$ cat src/rtl/scan_chain_ctrl_if.sv
// Bundle of command, data-stream, scan-chain and status signals for
// scan_chain_ctrl. The master side is the register/DMA logic plus the
// scan-instrumented design (it drives scan_output). The slave side is the
// controller itself.
interface scan_chain_ctrl_if #(
    parameter int DATA_W = 32,
    parameter int LEN_W  = 16
);
    logic              cmd_valid;
    logic              cmd_ready;
    logic [1:0]        cmd_op;
    logic [LEN_W-1:0]  cmd_len;
    logic              abort;
    logic [DATA_W-1:0] in_data;
    logic              in_valid;
    logic              in_ready;
    logic [DATA_W-1:0] out_data;
    logic              out_valid;
    logic              out_ready;
    logic              scan_enable;
    logic              scan_ck_enable;
    logic              scan_input;
    logic              scan_output;
    logic              busy;
    logic              done;
    logic              aborted;
    logic [15:0]       crc_out;

    modport master (
        output cmd_valid, cmd_op, cmd_len, abort, in_data, in_valid, out_ready, scan_output,
        input  cmd_ready, in_ready, out_data, out_valid, scan_enable, scan_ck_enable,
               scan_input, busy, done, aborted, crc_out
    );

    modport slave (
        input  cmd_valid, cmd_op, cmd_len, abort, in_data, in_valid, out_ready, scan_output,
        output cmd_ready, in_ready, out_data, out_valid, scan_enable, scan_ck_enable,
               scan_input, busy, done, aborted, crc_out
    );
endinterface

$ cat src/rtl/scan_chain_ctrl.sv
// scan_chain_ctrl: sequences a scan chain for state snapshot / restore.
// One command (op, bit length) at a time; bits are shifted LSB first out of
// 32-bit input words and packed LSB first into 32-bit output words.
// scan_ck_enable and scan_input are combinational: in DUMP the chain output
// is fed straight back into the chain input in the same strobe cycle, and an
// abort must freeze the chain in the very cycle it is raised.
// Optional feature macro: SCAN_CTRL_CRC_EN (CRC-16-CCITT over captured bits
// on crc_out). Without it crc_out is tied to zero.
module scan_chain_ctrl #(
    parameter int DATA_W = 32,
    parameter int LEN_W  = 16
) (
    input  logic              aclk,
    input  logic              areset,
    scan_chain_ctrl_if.slave  bus
);
    localparam int IDX_W = $clog2(DATA_W);

    localparam logic [1:0] OP_DUMP = 2'd0;
    localparam logic [1:0] OP_SWAP = 2'd1;
    localparam logic [1:0] OP_LOAD = 2'd2;
    localparam logic [1:0] OP_RSVD = 2'd3;

    localparam logic [LEN_W-1:0] LEN_ZERO = {LEN_W{1'b0}};
    localparam logic [LEN_W-1:0] LEN_ONE  = {{(LEN_W-1){1'b0}}, 1'b1};

    typedef enum logic [1:0] {
        S_IDLE  = 2'd0,
        S_PREP  = 2'd1,
        S_SHIFT = 2'd2,
        S_DONE  = 2'd3
    } state_t;

    state_t            r_state;
    state_t            w_state_next;

    logic [1:0]        r_op;
    logic [LEN_W-1:0]  r_len;
    logic [LEN_W-1:0]  r_cnt;        // bits strobed so far in this command
    logic [DATA_W-1:0] r_in_buf;     // current input word, consumed from bit 0
    logic              r_in_full;
    logic [DATA_W-1:0] r_acc;        // partially packed output word
    logic [DATA_W-1:0] r_out_data;
    logic              r_out_valid;
    logic              r_aborted;

    logic              w_accept;
    logic              w_active;
    logic              w_need_in;
    logic              w_need_out;
    logic              w_bits_left;
    logic              w_last;
    logic              w_word_end;
    logic              w_in_ready;
    logic              w_in_fire;
    logic              w_out_fire;
    logic              w_strobe;
    logic              w_scan_bit;
    logic [DATA_W-1:0] w_acc_next;
    logic              w_cmd_ready;
    logic              w_busy;
    logic              w_done;
    logic              w_scan_enable;

    // Per-cycle qualifiers: handshakes, word boundaries and the shift strobe
    always_comb begin
        w_accept    = (r_state == S_IDLE) && bus.cmd_valid;
        w_active    = (r_state == S_PREP) || (r_state == S_SHIFT);
        w_need_in   = (r_op == OP_SWAP) || (r_op == OP_LOAD);
        w_need_out  = (r_op == OP_DUMP) || (r_op == OP_SWAP);
        w_bits_left = (r_cnt < r_len);
        w_last      = (r_cnt == (r_len - LEN_ONE));
        w_word_end  = (&r_cnt[IDX_W-1:0]) || w_last;
        w_in_ready  = (r_state == S_SHIFT) && w_need_in && !r_in_full && w_bits_left;
        w_in_fire   = w_in_ready && bus.in_valid;
        w_out_fire  = r_out_valid && bus.out_ready;
        // The chain only moves when a source bit exists, the output word
        // has room, and no abort is pending; otherwise it stays frozen.
        w_strobe    = (r_state == S_SHIFT) && w_bits_left
                      && (!w_need_in || r_in_full)
                      && (!w_need_out || !r_out_valid)
                      && !bus.abort;
        // DUMP recirculates the captured bit so the chain is left intact.
        w_scan_bit  = w_need_in ? r_in_buf[0] : bus.scan_output;
        w_acc_next  = r_acc | ({{(DATA_W-1){1'b0}}, bus.scan_output} << r_cnt[IDX_W-1:0]);
    end

    // FSM state register
    always_ff @(posedge aclk) begin
        if (areset) begin
            r_state <= S_IDLE;
        end else begin
            r_state <= w_state_next;
        end
    end

    // FSM next-state logic and state-decoded status outputs
    always_comb begin
        w_state_next  = r_state;
        w_cmd_ready   = 1'b0;
        w_busy        = 1'b0;
        w_done        = 1'b0;
        w_scan_enable = 1'b0;
        case (r_state)
            S_IDLE: begin
                w_cmd_ready = 1'b1;
                if (bus.cmd_valid) begin
                    // Reserved ops and empty commands finish without shifting.
                    if ((bus.cmd_op == OP_RSVD) || (bus.cmd_len == LEN_ZERO)) begin
                        w_state_next = S_DONE;
                    end else begin
                        w_state_next = S_PREP;
                    end
                end else begin
                    w_state_next = S_IDLE;
                end
            end
            S_PREP: begin
                w_busy        = 1'b1;
                w_scan_enable = 1'b1;
                if (bus.abort) begin
                    w_state_next = S_DONE;
                end else begin
                    w_state_next = S_SHIFT;
                end
            end
            S_SHIFT: begin
                w_busy        = 1'b1;
                w_scan_enable = 1'b1;
                if (bus.abort) begin
                    w_state_next = S_DONE;
                end else if (!w_bits_left && (!r_out_valid || bus.out_ready)) begin
                    // All bits shifted and the last word leaves this cycle.
                    w_state_next = S_DONE;
                end else begin
                    w_state_next = S_SHIFT;
                end
            end
            S_DONE: begin
                w_busy       = 1'b1;
                w_done       = 1'b1;
                w_state_next = S_IDLE;
            end
            default: begin
                w_state_next = S_IDLE;
            end
        endcase
    end

    // Command latch, bit counter, input word unpacking and output word packing
    always_ff @(posedge aclk) begin
        if (areset) begin
            r_op        <= 2'd0;
            r_len       <= LEN_ZERO;
            r_cnt       <= LEN_ZERO;
            r_in_buf    <= {DATA_W{1'b0}};
            r_in_full   <= 1'b0;
            r_acc       <= {DATA_W{1'b0}};
            r_out_data  <= {DATA_W{1'b0}};
            r_out_valid <= 1'b0;
            r_aborted   <= 1'b0;
        end else if (w_accept) begin
            r_op        <= bus.cmd_op;
            r_len       <= bus.cmd_len;
            r_cnt       <= LEN_ZERO;
            r_aborted   <= (bus.cmd_op == OP_RSVD);
            r_in_buf    <= {DATA_W{1'b0}};
            r_in_full   <= 1'b0;
            r_acc       <= {DATA_W{1'b0}};
            r_out_valid <= 1'b0;
        end else if (w_active && bus.abort) begin
            // Drop any partial or pending output and any unused input word.
            r_aborted   <= 1'b1;
            r_in_full   <= 1'b0;
            r_acc       <= {DATA_W{1'b0}};
            r_out_valid <= 1'b0;
        end else begin
            if (w_in_fire) begin
                r_in_buf  <= bus.in_data;
                r_in_full <= 1'b1;
            end
            if (w_out_fire) begin
                r_out_valid <= 1'b0;
            end
            if (w_strobe) begin
                r_cnt <= r_cnt + LEN_ONE;
                if (w_need_in) begin
                    r_in_buf <= {1'b0, r_in_buf[DATA_W-1:1]};
                    if (w_word_end) begin
                        r_in_full <= 1'b0;
                    end
                end
                if (w_need_out) begin
                    if (w_word_end) begin
                        // Upper bits of a final partial word are already zero.
                        r_out_data  <= w_acc_next;
                        r_out_valid <= 1'b1;
                        r_acc       <= {DATA_W{1'b0}};
                    end else begin
                        r_acc <= w_acc_next;
                    end
                end
            end
        end
    end

`ifdef SCAN_CTRL_CRC_EN
    logic [15:0] r_crc;

    // One MSB-first CRC-16-CCITT (poly 0x1021) step for a single bit
    function automatic logic [15:0] crc16_step(input logic [15:0] crc, input logic din);
        logic fb;
        fb = crc[15] ^ din;
        crc16_step = {crc[14:0], 1'b0} ^ (fb ? 16'h1021 : 16'h0000);
    endfunction

    // CRC over every bit captured from the chain in DUMP/SWAP
    always_ff @(posedge aclk) begin
        if (areset) begin
            r_crc <= 16'h0000;
        end else if (w_accept) begin
            r_crc <= 16'hFFFF;
        end else if (w_strobe && w_need_out) begin
            r_crc <= crc16_step(r_crc, bus.scan_output);
        end else begin
            r_crc <= r_crc;
        end
    end

    assign bus.crc_out = r_crc;
`else
    assign bus.crc_out = 16'h0000;
`endif

    assign bus.cmd_ready      = w_cmd_ready;
    assign bus.busy           = w_busy;
    assign bus.done           = w_done;
    assign bus.aborted        = w_done && r_aborted;
    assign bus.scan_enable    = w_scan_enable;
    assign bus.scan_ck_enable = w_strobe;
    assign bus.scan_input     = w_strobe && w_scan_bit;
    assign bus.in_ready       = w_in_ready;
    assign bus.out_data       = r_out_data;
    assign bus.out_valid      = r_out_valid;

endmodule

$ cat src/flat_wrapper.sv
// flat-port wrapper written by rule: the top's interface ports become plain ports
module scan_chain_ctrl_flat 
#(
    parameter int DATA_W = 32,
    parameter int LEN_W  = 16
)
  (aclk, areset, bus_cmd_valid, bus_cmd_op, bus_cmd_len, bus_abort, bus_in_data, bus_in_valid, bus_out_ready, bus_scan_output, bus_cmd_ready, bus_in_ready, bus_out_data, bus_out_valid, bus_scan_enable, bus_scan_ck_enable, bus_scan_input, bus_busy, bus_done, bus_aborted, bus_crc_out);
  scan_chain_ctrl_if #(.DATA_W(DATA_W), .LEN_W(LEN_W)) bus_i ();
  input  logic aclk;
  input  logic areset;
  input wire logic [$bits(bus_i.cmd_valid)-1:0] bus_cmd_valid;
  input wire logic [$bits(bus_i.cmd_op)-1:0] bus_cmd_op;
  input wire logic [$bits(bus_i.cmd_len)-1:0] bus_cmd_len;
  input wire logic [$bits(bus_i.abort)-1:0] bus_abort;
  input wire logic [$bits(bus_i.in_data)-1:0] bus_in_data;
  input wire logic [$bits(bus_i.in_valid)-1:0] bus_in_valid;
  input wire logic [$bits(bus_i.out_ready)-1:0] bus_out_ready;
  input wire logic [$bits(bus_i.scan_output)-1:0] bus_scan_output;
  output wire logic [$bits(bus_i.cmd_ready)-1:0] bus_cmd_ready;
  output wire logic [$bits(bus_i.in_ready)-1:0] bus_in_ready;
  output wire logic [$bits(bus_i.out_data)-1:0] bus_out_data;
  output wire logic [$bits(bus_i.out_valid)-1:0] bus_out_valid;
  output wire logic [$bits(bus_i.scan_enable)-1:0] bus_scan_enable;
  output wire logic [$bits(bus_i.scan_ck_enable)-1:0] bus_scan_ck_enable;
  output wire logic [$bits(bus_i.scan_input)-1:0] bus_scan_input;
  output wire logic [$bits(bus_i.busy)-1:0] bus_busy;
  output wire logic [$bits(bus_i.done)-1:0] bus_done;
  output wire logic [$bits(bus_i.aborted)-1:0] bus_aborted;
  output wire logic [$bits(bus_i.crc_out)-1:0] bus_crc_out;
  assign bus_i.cmd_valid = bus_cmd_valid;
  assign bus_i.cmd_op = bus_cmd_op;
  assign bus_i.cmd_len = bus_cmd_len;
  assign bus_i.abort = bus_abort;
  assign bus_i.in_data = bus_in_data;
  assign bus_i.in_valid = bus_in_valid;
  assign bus_i.out_ready = bus_out_ready;
  assign bus_i.scan_output = bus_scan_output;
  assign bus_cmd_ready = bus_i.cmd_ready;
  assign bus_in_ready = bus_i.in_ready;
  assign bus_out_data = bus_i.out_data;
  assign bus_out_valid = bus_i.out_valid;
  assign bus_scan_enable = bus_i.scan_enable;
  assign bus_scan_ck_enable = bus_i.scan_ck_enable;
  assign bus_scan_input = bus_i.scan_input;
  assign bus_busy = bus_i.busy;
  assign bus_done = bus_i.done;
  assign bus_aborted = bus_i.aborted;
  assign bus_crc_out = bus_i.crc_out;
  scan_chain_ctrl #(.DATA_W(DATA_W), .LEN_W(LEN_W)) u_core (.aclk(aclk), .areset(areset), .bus(bus_i));
endmodule
$ cat config.mk
export PLATFORM = sky130hd
export DESIGN_NAME = scan_chain_ctrl_flat
export DESIGN_NICKNAME = d
export VERILOG_FILES = /design/src/rtl/scan_chain_ctrl_if.sv /design/src/rtl/scan_chain_ctrl.sv /design/src/flat_wrapper.sv
export SDC_FILE = /design/constraint.sdc
export NUM_CORES = 1
export LEC_CHECK = 0
export ABC_AREA = 1
export BUFFER_PORTS_ARGS = -buffer_cell sky130_fd_sc_hd__buf_4
export CORE_ASPECT_RATIO = 2
export CORE_MARGIN = 4
export CORE_UTILIZATION = 25
export DETAILED_ROUTE_END_ITERATION = 8
export GPL_TIMING_DRIVEN = 0
export PLACE_DENSITY = 0.4
export SYNTH_ARGS = -nofsm -noshare
export SYNTH_HDL_FRONTEND = slang
export SYNTH_SLANG_ARGS = --single-unit
$ cat constraint.sdc
create_clock -name aclk -period 2.9 [get_ports aclk]
set_clock_uncertainty 0.05 [all_clocks]
set_input_delay 0.58 -clock aclk [delete_from_list [all_inputs] [get_ports aclk]]
set_output_delay 0.58 -clock aclk [all_outputs]
set_load 0.05 [all_outputs]
* Word-level counts from Yosys, hierarchy flattened
Cells that the tools add are included.
** Cells by class
- $add $sub $neg :: 2
- Magnitude comparators :: 1
- Equal/unequal tests :: 7
- Shift operators :: 1
- Mux-type cells :: 25
- Bitwise logic cells :: 3
- Reductions and logical operators :: 40
** Operators with widths (number)
- two-way mux 32 bit :: 4
- OR 32 bit :: 1
- << shifter 1 x 5 -> 32 bit :: 1
- two-way mux 1 bit :: 17
- adder 16 x 1 -> 16 bit (second input constant) :: 1
- == test 16 bit :: 1
- zero test 16 bit :: 1
- < comparator 16 bit :: 1
- subtractor 16 x 1 -> 16 bit (second input constant) :: 1
- logical AND 1 bit :: 14
- AND reduction 5 bit :: 2
- == test 2 bit (second input constant) :: 4
- logical OR 1 bit :: 8
- case mux 2 bit (4 select lines) :: 1
- zero test 1 bit :: 6
- two-way mux 2 bit :: 3
- OR reduction 3 bit :: 2
- == test 2 x 1 -> 1 bit (second input constant) :: 2
- zero test 2 bit :: 2
- AND reduction 2 bit :: 2
- OR reduction 2 bit :: 2
- inverter 1 bit :: 2
- nonzero test 2 bit :: 1
** Word-level totals
- Bits in registers :: 135
- Output and inout bits :: 57

* Longest topological paths before layout
Gate-level depths: netlist (run 1).
- Depth in word-level cells :: 10
- Gate-level depth with buffers :: 18
- Gate-level depth less buffers :: 16

* Worst setup path after synthesis (run 1)
No wires, ideal clock.
- Kind :: reg2out
- Start point :: register u_core.r_len[7]
- End point :: output port bus_scan_input
- Arrival time :: 2.760 ns
- Required time :: 2.270 ns
- Path slack :: -0.490 ns
- Stages on the path, launching flop included :: 11
- Buffers on the path :: 2
- Cells stage by stage :: dfxtp_1 inv_1 ha_1 a21o_1 nor2_1 nand2_1 nand2_1 nand4_1 buf_2 clkbuf_1 a211oi_1
** Between the ends
- Longest elaborated chain between the ends :: 6
** Ends and longest elaborated chain
- from (decl) :: line scan_chain_ctrl.sv:38 : logic [LEN_W-1:0] r_len;
- from (signal assigned) :: line scan_chain_ctrl.sv:164 : r_len <= bus.cmd_len;
- < comparator 16 bit :: line scan_chain_ctrl.sv:71 : w_bits_left = (r_cnt < r_len);
- logical AND 1 bit :: line scan_chain_ctrl.sv:79 : w_strobe = (r_state == S_SHIFT) && w_bits_left
- logical AND 1 bit :: line scan_chain_ctrl.sv:80 : && (!w_need_in || r_in_full)
- logical AND 1 bit :: line scan_chain_ctrl.sv:81 : && (!w_need_out || !r_out_valid)
- logical AND 1 bit :: line scan_chain_ctrl.sv:82 : && !bus.abort;
- logical AND 1 bit :: line scan_chain_ctrl.sv:241 : assign bus.scan_input = w_strobe && w_scan_bit;
- to (decl) :: line flat_wrapper.sv:25 : output wire logic [$bits(bus_i.scan_input)-1:0] bus_scan_input;
No other way between the ends.

* Final worst setup path (run 1)
- Start point :: register u_core.r_cnt[12]
- End point :: output port bus_scan_input
** Between the ends
- Longest elaborated chain between the ends :: 6
** Ends and longest elaborated chain
- from (decl) :: line scan_chain_ctrl.sv:39 : logic [LEN_W-1:0] r_cnt;
- from (signal assigned) :: line scan_chain_ctrl.sv:186 : r_cnt <= r_cnt + LEN_ONE;
- < comparator 16 bit :: line scan_chain_ctrl.sv:71
- logical AND 1 bit :: line scan_chain_ctrl.sv:79
- logical AND 1 bit :: line scan_chain_ctrl.sv:80
- logical AND 1 bit :: line scan_chain_ctrl.sv:81
- logical AND 1 bit :: line scan_chain_ctrl.sv:82
- logical AND 1 bit :: line scan_chain_ctrl.sv:241
No other way between the ends.

==> impl_metrics.json, run 1 <==
{
  "synth_area_per_cell_um2": 6.592,
  "cts_buffers": 17,
  "ff2ff_path_depth": 10,
  "tritoncts": "done",
  "port_buffers": 96,
  "yosys_warnings": 0,
  "ir_drop_v": 0.0003926,
  "ys_seq_elements": 135,
  "drt_pass1_iterations": 5,
  "start_util": 0.2532,
  "status": "complete, but fails checks",
  "drc": 0,
  "worstPathMaxFanout": 5,
  "hold_path_class": "in -> reg",
  "syn_area_um2": 7614,
  "worst_setup_path_start_kind": "flip-flop",
  "hold_viol_final": 0,
  "drv_slew": 0,
  "pin_count": 114,
  "die-width_um": 131.4,
  "layout_setup_ws_ns": -0.07096,
  "finalCriticalPeriod_ns": 2.971,
  "r2r_start": "u_core.r_cnt[12]",
  "worst_pin_slew_ns": 1.014,
  "max_freq_ghz": 0.3366,
  "fin_cells": 1699,
  "ant_nets": 0,
  "grt_pass1_wl_um": 42970,
  "cp.required_ns": 2.27,
  "diodes": 0,
  "synth.distinct_cells": 36,
  "avgViaCountPerCell": 4.570,
  "routed_wl_um": 27430,
  "slowest_stage": "dfxtp_2",
  "num_vias": 7765,
  "p_per_area_nw_per_um2": 507.6,
  "grt_pass1_vias": 7794,
  "wl_per_cell_um": 16.15,
  "slew_headroom": 0.3181,
  "rsz0062_at_grt": "true",
  "drive_gt1_frac": 0.2254,
  "setup_viol": 2,
  "cap_violations": 0,
  "clock-sinks": 135,
  "total_power_mw": 5.143,
  "htree_num_levels": 4,
  "dieHeight_um": 254.8,
  "synth-seq-area-share": 0.3550,
  "timing.critical_path.from": "u_core.r_cnt[12]",
  "cts-root-buf": "clkbuf_16",
  "overflow": 0,
  "rrSetupSlack_ns": 0.19,
  "antenna_found_initial": 0,
  "drt_iter0_markers": 345,
  "gp_congestion": 0.8410,
  "nets": 1401,
  "grt_use_total": 0.1666,
  "rows": 90,
  "fin_util": 0.3370,
  "setup.worst_path.end_class": "primary output",
  "cp-endpoint": "bus_scan_input",
  "clock_path_buffers": 2,
  "timing.final.crit_share": 1.024,
  "r2r_end": "u_core.r_acc[31]",
  "clock_latency_ns": 0.45,
  "grt_max_degree": 17,
  "critPathKind": "reg -> out",
  "worstPathArrival_ns": 2.34,
  "critPathMaxStageDelay_ns": 0.36,
  "syn-instance-count": 1155,
  "cts.clk_slew.worst_paths_ns": 0.06,
  "worstPathCellList": "ha_1 -> nand4_1 -> a21oi_4 -> nor2_4 -> nand4_1 -> buf_6 -> clkbuf_16 -> a211oi_4 -> buf_6",
  "area_delta_synth_final_pct": 33.07,
  "place_hpwl_um": 21220,
  "violations": "setup timing",
  "die_area_um2": 33480,
  "cellLeakagePower_nw": 4.079,
  "dp_cells": 1634,
  "coreArea_um2": 30070
}
## cell type report
class                      instances  area [um2]
timing repair buffer             129       997.2
inverter                         117       461.7
clock buffer                      20       446.7
tap                              368       460.4
clock inverter                    12       198.9
fill                            3311       19940
sequential                       135        2773
multi-input combinational        836        4335
buffer                            82       457.9
## synthesized netlist by cell type
library cell,instances,area share
nand2_1,227,0.11
a21oi_1,168,0.11
nand3b_1,5,0.0049
nand2_2,3,0.0025
clkbuf_1,43,0.021
buf_2,13,0.0085
o21ai_0,26,0.017
nor2_1,151,0.074
nand3_1,89,0.059
o21ai_1,2,0.0013
nor3_4,1,0.0021
or2_2,13,0.011
and2_1,2,0.0016
a211oi_1,2,0.0020
a21o_1,1,0.00099
ha_1,26,0.043
o21ai_2,1,0.0012
buf_4,19,0.019
and3_1,1,0.00082
inv_2,2,0.00099
dfxtp_1,135,0.35
inv_1,112,0.055
nor4_1,10,0.0082
conb_1,1,0.00049
o211ai_1,1,0.00099
a31oi_1,3,0.0025
xnor2_1,10,0.012
buf_6,3,0.0044
xor2_1,12,0.014
buf_1,4,0.0020
nand4_1,37,0.030
nor2_2,7,0.0058
nor2_4,1,0.0015
clkinv_1,3,0.0015
nor3_1,20,0.013
a21boi_0,1,0.00099
## timing repair
action                                 in CTS  in global routing
setup buffers                              22                 11
hold buffers                                0                  0
endpoints found under the hold margin       0                  0
cloned                                      0                  0
pin swaps                                  10                  8
resized for setup                          94                 22
setup endpoints to repair                  99                 82
## stage by stage
stage	setup WS (ns)	hold slack (ns)	TNS, ns	cell area, um2
4_1_cts	-0.1612	0.2856	-0.2225	9977
2_1_floorplan	0.1717	0.3905	0	7682
3_5_place_dp	-0.4765	0.4121	-21.61	8864
3_3_place_gp	-0.4656	0.3972	-20.92	8864
5_1_grt	-0.1901	0.2993	-0.3434	10130
6_report	-0.07096	0.3074	-0.1130	10130
## per-layer routing
metal | global-route usage | vias up | wire length (um)
met2 | 0.3552 | 129 | 16620
li1 | - | 4067 | -
met5 | 0 | - | 0
met3 | 0.03672 | 35 | 883
met4 | 0.06579 | 0 | 782
met1 | 0.1463 | 3534 | 9142
## flip-flops by register name, summed over array words and instances (netlist names)
| name | cells |
|---|---|
| u_core.bus.out_data | 32 |
| u_core.bus.out_valid | 1 |
| u_core.r_aborted | 1 |
| u_core.r_acc | 32 |
| u_core.r_cnt | 16 |
| u_core.r_in_buf | 32 |
| u_core.r_in_full | 1 |
| u_core.r_len | 16 |
| u_core.r_op | 2 |
| u_core.r_state | 2 |
## power by group
part	switching [mW]	internal (mW)	total (mW)
combinational	0.511	0.280	0.792
clock	0.894	1.55	2.44
sequential	0.0265	1.88	1.91
total	1.43	3.71	5.14
## kinds of logic after synthesis
kind of cell | Yosys count | synth area share
xor gates and xnor gates | 22 | 0.02531
DFF | 135 | 0.3550
buffers and inverters | 199 | 0.1126
adders and majority gates | 26 | 0.04273
and+or+nand+nor | 567 | 0.3265
other | 1 | 0.0004925
AOI/OAI and AO/OA | 205 | 0.1374
## cell usage in the layout (no fill, tap or decap), drive strengths merged, types with 3 or more instances in the layout
cell,synthesis,layout
a21oi,168,168
dfxtp,135,135
nand4,37,37
nand2,230,230
nand3,89,89
clkinv,3,5
conb,1,16
or2,13,13
xnor2,10,10
a31oi,3,3
bufinv,0,5
o21ai,29,29
xor2,12,12
clkbuf,43,64
ha,26,26
buf,39,167
clkinvlp,0,4
inv,114,115
nor2,159,159
nand3b,5,5
nor4,10,10
nor3,21,21
## worst min-delay path by stage
stage | startpoint | end | slack [ns] | cells past startpoint
after detailed placement | u_core.r_acc[21] | u_core.r_acc[21] | 0.41 | 2
final | areset | u_core.r_state[1] | 0.31 | 2
after CTS | areset | u_core.r_state[1] | 0.29 | 2
after global placement | u_core.r_in_buf[31] | u_core.r_in_buf[31] | 0.40 | 2
after global routing | areset | u_core.r_state[1] | 0.30 | 2
after floorplan | u_core.r_in_buf[31] | u_core.r_in_buf[31] | 0.39 | 2
## worst max-delay path: cells and delay by family (launching register included)
family	cells	cell delay (ns)
simple gates	3	0.51
fa+ha+maj	1	0.30
flops	1	0.36
buf+inv	3	0.50
compound gates	2	0.22
Note: power is estimated with default switching activity, not from simulation.
==> inputs of run 2 (changes only) <==
- CORE_MARGIN: 4 -> 2
- REMOVE_ABC_BUFFERS: unset -> 1
==> run 2 against run 1 <==
The flow now finishes without violations. Sequential share of layout area fell by 0.26 points. Global-route usage shrank 0.29 points. Via count decreased by 0.53%. Die area shrank 4.6%. Power decreased by 3.3%. Routed wire length fell by 4.4%. First-iteration DRC count decreased by 21%. Sequential power hardly changed. Worst hold slack gained 0.028 ns. Cell count is 1.9% lower. Sequential cell count did not move. Highest routed layer unchanged.
==> impl_metrics.json, run 2 (synthesized netlist as in run 1, its figures left out) <==
{
  "status": "finished, final reports clean",
  "ir_drop_v": 0.0003647,
  "ant_nets": 0,
  "avgViaCountPerCell": 4.636,
  "busiest_layer": "met2",
  "cp.required_ns": 2.27,
  "drv_slew": 0,
  "rows": 90,
  "cts.clk_slew.worst_paths_ns": 0.06,
  "htree_num_levels": 4,
  "slew_headroom": 0.2790,
  "cellLeakagePower_nw": 4.055,
  "clkPwrFrac": 0.452,
  "overflow": 0,
  "hold_viol_final": 0,
  "die_area_um2": 31950,
  "coreArea_um2": 30070,
  "dieHeight_um": 250.8,
  "grt_use_total": 0.1637,
  "setup_viol": 0,
  "combPwrFrac": 0.164,
  "worstPathMaxFanout": 6,
  "p_sw_frac": 0.3009,
  "layout_common_cells": "nand2_1 (216), a21oi_1 (160), buf_4 (156), nor2_1 (145), dfxtp_1 (104)",
  "worst_setup_path_start_kind": "flip-flop",
  "worst_pin_slew_ns": 1.080,
  "area_delta_synth_final_pct": 35.25,
  "ctsHoldBuffers": 0,
  "p_sw_mw": 1.497,
  "nets": 1368,
  "fill_cells": 3312,
  "wl_per_cell_um": 15.74,
  "drt_pass1_iterations": 5,
  "antenna_found_initial": 0,
  "cap_violations": 0,
  "total_power_mw": 4.975,
  "cts_buffers": 17,
  "cts-root-buf": "clkbuf_16",
  "worstPathArrival_ns": 2.27,
  "tritoncts": "done",
  "final_common_cell": "nand2_1",
  "seqPwrFrac": 0.384,
  "drt_iter0_markers": 273,
  "grt.met2_usage": 0.3215,
  "drive_gt1_frac": 0.2612,
  "grt_use_met3": 0.03150,
  "max_freq_ghz": 0.3449,
  "pin_count": 114,
  "multi_input_area_um2": 4523,
  "start_util": 0.2532,
  "use_met1": 0.1622,
  "critPathKind": "reg -> out",
  "finalCriticalPeriod_ns": 2.900,
  "setup.worst_path.end_class": "primary output",
  "grt_pass1_wl_um": 40450,
  "rsz0062_at_grt": "true",
  "diodes": 0,
  "num_vias": 7724,
  "layout_setup_ws_ns": 0.0004377,
  "timing.final.crit_share": 0.9998,
  "drc": 0,
  "grt_max_degree": 64,
  "die-width_um": 127.4,
  "clock_latency_ns": 0.44,
  "p_int_mw": 3.478,
  "port_buffers": 97,
  "clock_path_buffers": 2,
  "grt_pass1_vias": 7371,
  "p_per_area_nw_per_um2": 483.1,
  "gp_congestion": 0.8135,
  "clock-sinks": 135,
  "seqCellArea_um2": 2791,
  "post-place-ws_ns": -2.077,
  "routed_wl_um": 26220,
  "place_hpwl_um": 16860,
  "hold_path_class": "in -> reg"
}
## run 2: cell count changes in the layout (fill, tap and decap cells not counted), sizes merged, moves of 2 or more
cell,before,now
inv,115,117
clkbuf,64,19
buf,167,171
clkinvlp,4,6
bufinv,5,2
clkinv,5,7
## run 2: area by class of cell
class	instances	share of cell area
well taps	368	0.04471
multi-input cells	841	0.4392
clock inverters	14	0.01580
inverters	117	0.04642
flip-flops and latches	135	0.2711
clock buffers	18	0.04265
repair inverters	1	0.0007290
repair buffers	172	0.1394
## run 2: worst max-delay path, cell delays in order (launching register included)
cell and delay (ns):
dfxtp_4 0.35, inv_4 0.08, ha_4 0.20, a21oi_2 0.13, nor2_1 0.05, nor2_1 0.10, nand2_2 0.08, nand2_4 0.09
nand4_1 0.15, buf_6 0.18, a211oi_4 0.22, buf_6 0.20
## run 2: repair_timing
action,CTS,global route
endpoints found under the setup margin,118,90
cloned,5,2
pin swaps,21,16
resized for setup,118,31
setup buffers,58,10
## run 2: stage by stage
| step | util | TNS (ns) | hold slack (ns) | std cells | instance area [um2] |
|---|---|---|---|---|---|
| after CTS | 0.3346 | -0.08086 | 0.3016 | 1654 | 10060 |
| after global routing | 0.3425 | -0.3451 | 0.3162 | 1666 | 10300 |
| final | 0.3425 | 0 | 0.3354 | 1666 | 10300 |
| after global placement | 0.2807 | -311.64 | 0.4018 | 1553 | 8441 |
| after detailed placement | 0.2856 | -171.98 | 0.4045 | 1559 | 8586 |
| after floorplan | - | -88.22 | 0.3905 | 1088 | 7252 |
## run 2: path summary, 6_finish.rpt
kind         cells past startpoint                  end                start  slack [ns]
max reg2reg                     18      u_core.r_cnt[2]     u_core.r_len[15]        0.09
min reg2reg                      2  u_core.r_in_buf[31]  u_core.r_in_buf[31]        0.41
max                             11       bus_scan_input      u_core.r_len[5]      0.0004
min                              2    u_core.r_state[0]               areset        0.34
## run 2: routing by layer
layer  vias up  share of wire
li1       4013              -
met1      3546           0.37
met3        28          0.027
met2       137           0.57
met4         0          0.032
met5         -              0
## run 2: power by group through the flow
stage               Combinational [mW]  Clock [mW]  Sequential [mW]
CTS                              0.799        2.34             1.91
global route                     0.898        2.40             1.91
detailed placement               0.660           0             1.96
finish                           0.814        2.25             1.91
global placement                 0.651           0             1.97
floorplan                        0.433           0             1.95
==> inputs of run 3 (changes only) <==
- CAP_MARGIN: unset -> 0
- RECOVER_POWER: unset -> 50
==> run 3 against run 2 <==
The flow now finishes with violations (setup timing). Via count increased by 0.27%. Sequential power about the same. Critical path type unchanged. Non-clock buffer count unchanged. Final area fell by 1.3%.
==> impl_metrics.json, run 3 (synthesized netlist as in run 1, its figures left out) <==
{
  "setup_viol": 1,
  "post-place-ws_ns": -2.077,
  "cts.clk_slew.worst_paths_ns": 0.06,
  "overflow": 0,
  "rsz0062_at_grt": "true",
  "dp_cells": 1559,
  "total_power_mw": 4.973,
  "worstPathCellList": "inv_4 -> ha_4 -> a21oi_2 -> nor2_1 -> nor2_1 -> nand2_2 -> nand2_4 -> nand4_1 -> buf_6 -> a211oi_4 -> buf_6",
  "timing.critical_path.from": "u_core.r_len[5]",
  "slew_headroom": 0.2808,
  "drt_pass1_iterations": 5,
  "diodes": 0,
  "worstPathArrival_ns": 2.27,
  "clock_path_buffers": 2,
  "ir_drop_v": 0.0003639,
  "cts_buffers": 17,
  "grt_pass1_vias": 7371,
  "hold-path-cell-count": 2,
  "min_to": "u_core.r_state[0]",
  "grt_use_total": 0.1637,
  "timing.final.crit_share": 1.001,
  "min_from": "areset",
  "grt_pass1_wl_um": 40450,
  "hold_viol_final": 0,
  "cts-root-buf": "clkbuf_16",
  "drv_slew": 0,
  "start_util": 0.2532,
  "area_delta_synth_final_pct": 33.43,
  "final_common_cell": "nand2_1",
  "tritoncts": "done",
  "wl_per_cell_um": 15.79,
  "routed_wl_um": 26300,
  "status": "complete, but fails checks",
  "ff2ff_path_depth": 18,
  "port_buffers": 97,
  "num_vias": 7745,
  "gp_congestion": 0.8135,
  "fin_cells": 1666,
  "critPathMaxStageDelay_ns": 0.35,
  "r2r_start": "u_core.r_len[15]",
  "nets": 1368,
  "hold_path_class": "in -> reg",
  "worstPathMaxFanout": 6,
  "drive_gt1_frac": 0.2327,
  "grt_max_degree": 64,
  "cellLeakagePower_nw": 3.899,
  "layout_setup_ws_ns": -0.003285,
  "max_freq_ghz": 0.3444,
  "slowest_stage": "dfxtp_4",
  "rows": 90,
  "worst_pin_slew_ns": 1.079,
  "whs_ns": 0.3330,
  "die-width_um": 127.4,
  "avgViaCountPerCell": 4.649,
  "worst_setup_path_start_kind": "flip-flop",
  "rrSetupSlack_ns": 0.09,
  "ant_nets": 0,
  "layout_common_cells": "nand2_1 (216), a21oi_1 (160), nor2_1 (145), buf_4 (119), dfxtp_1 (104)",
  "coreArea_um2": 30070,
  "drc": 0,
  "drt_iter0_markers": 286,
  "die_area_um2": 31950,
  "p_per_area_nw_per_um2": 489.6,
  "antenna_found_initial": 0,
  "pin_count": 114,
  "finalSetupTns_ns": -0.003285,
  "clock_latency_ns": 0.44,
  "dieHeight_um": 250.8,
  "cap_violations": 0,
  "htree_num_levels": 4,
  "violations": "setup timing",
  "critPathKind": "reg -> out",
  "clock-sinks": 135,
  "r2r_end": "u_core.r_cnt[2]",
  "cp.required_ns": 2.27,
  "setup.worst_path.end_class": "primary output",
  "place_hpwl_um": 16860,
  "finalCriticalPeriod_ns": 2.903
}
## run 3: changes by cell type in the layout (fill, tap and decap cells not counted)
cell and delta:
buf_4 -37, clkbuf_1 +37
## run 3: worst max-delay path by stage
stage	endpoint	slack, ns
detailed placement	u_core.r_in_buf[1]	-2.08
floorplan	u_core.r_in_buf[0]	-1.19
global route	bus_scan_input	-0.11
global placement	u_core.r_in_buf[28]	-3.90
finish	bus_scan_input	-0.003
CTS	bus_scan_ck_enable	-0.04
## run 3: critical path: cells and delay by family (launching register included)
kind                     cells  cell delay [ns]
AND/OR/NAND/NOR              5             0.47
buffers and inverters        3             0.46
flip-flops                   1             0.35
AO/OA/AOI/OAI                2             0.35
adder cells (fa/ha/maj)      1             0.20
## run 3: report_power, final
group	total (mW)	switching, mW	internal (mW)
logic	0.812	0.527	0.285
clock network	2.25	0.942	1.31
registers	1.91	0.0299	1.88
total	4.97	1.50	3.47
## run 3: final cells by class
cell class                      count  area (um2)
Fill cell                        3336       19910
Multi-Input combinational cell    841        4523
Sequential cell                   135        2791
Timing Repair Buffer              172        1296
Inverter                          117       478.0
Tap cell                          368       460.4
Clock buffer                       18       439.2
Clock inverter                     14       162.7
Timing Repair inverter              1       7.507
## run 3: metrics by stage
step / utilization / cell area [um2]
2_1_floorplan: - / 7252
3_3_place_gp: 0.2807 / 8441
3_5_place_dp: 0.2856 / 8586
4_1_cts: 0.3346 / 10060
5_1_grt: 0.3379 / 10160
6_report: 0.3379 / 10160
## run 3: repair_timing
item	in CTS	in global routing
pin swaps	21	16
hold endpoints to repair	0	0
setup buffers	58	10
hold buffers	0	0
cloned	5	2
setup endpoints to repair	118	90
gates resized for setup	118	31
## run 3: layer usage
layer | part of all wire | track usage | vias to the layer above
met2 | 0.57 | 0.3215 | 143
met5 | 0 | 0 | -
met4 | 0.032 | 0.07064 | 0
met3 | 0.030 | 0.03150 | 27
li1 | - | - | 4015
met1 | 0.37 | 0.1622 | 3560
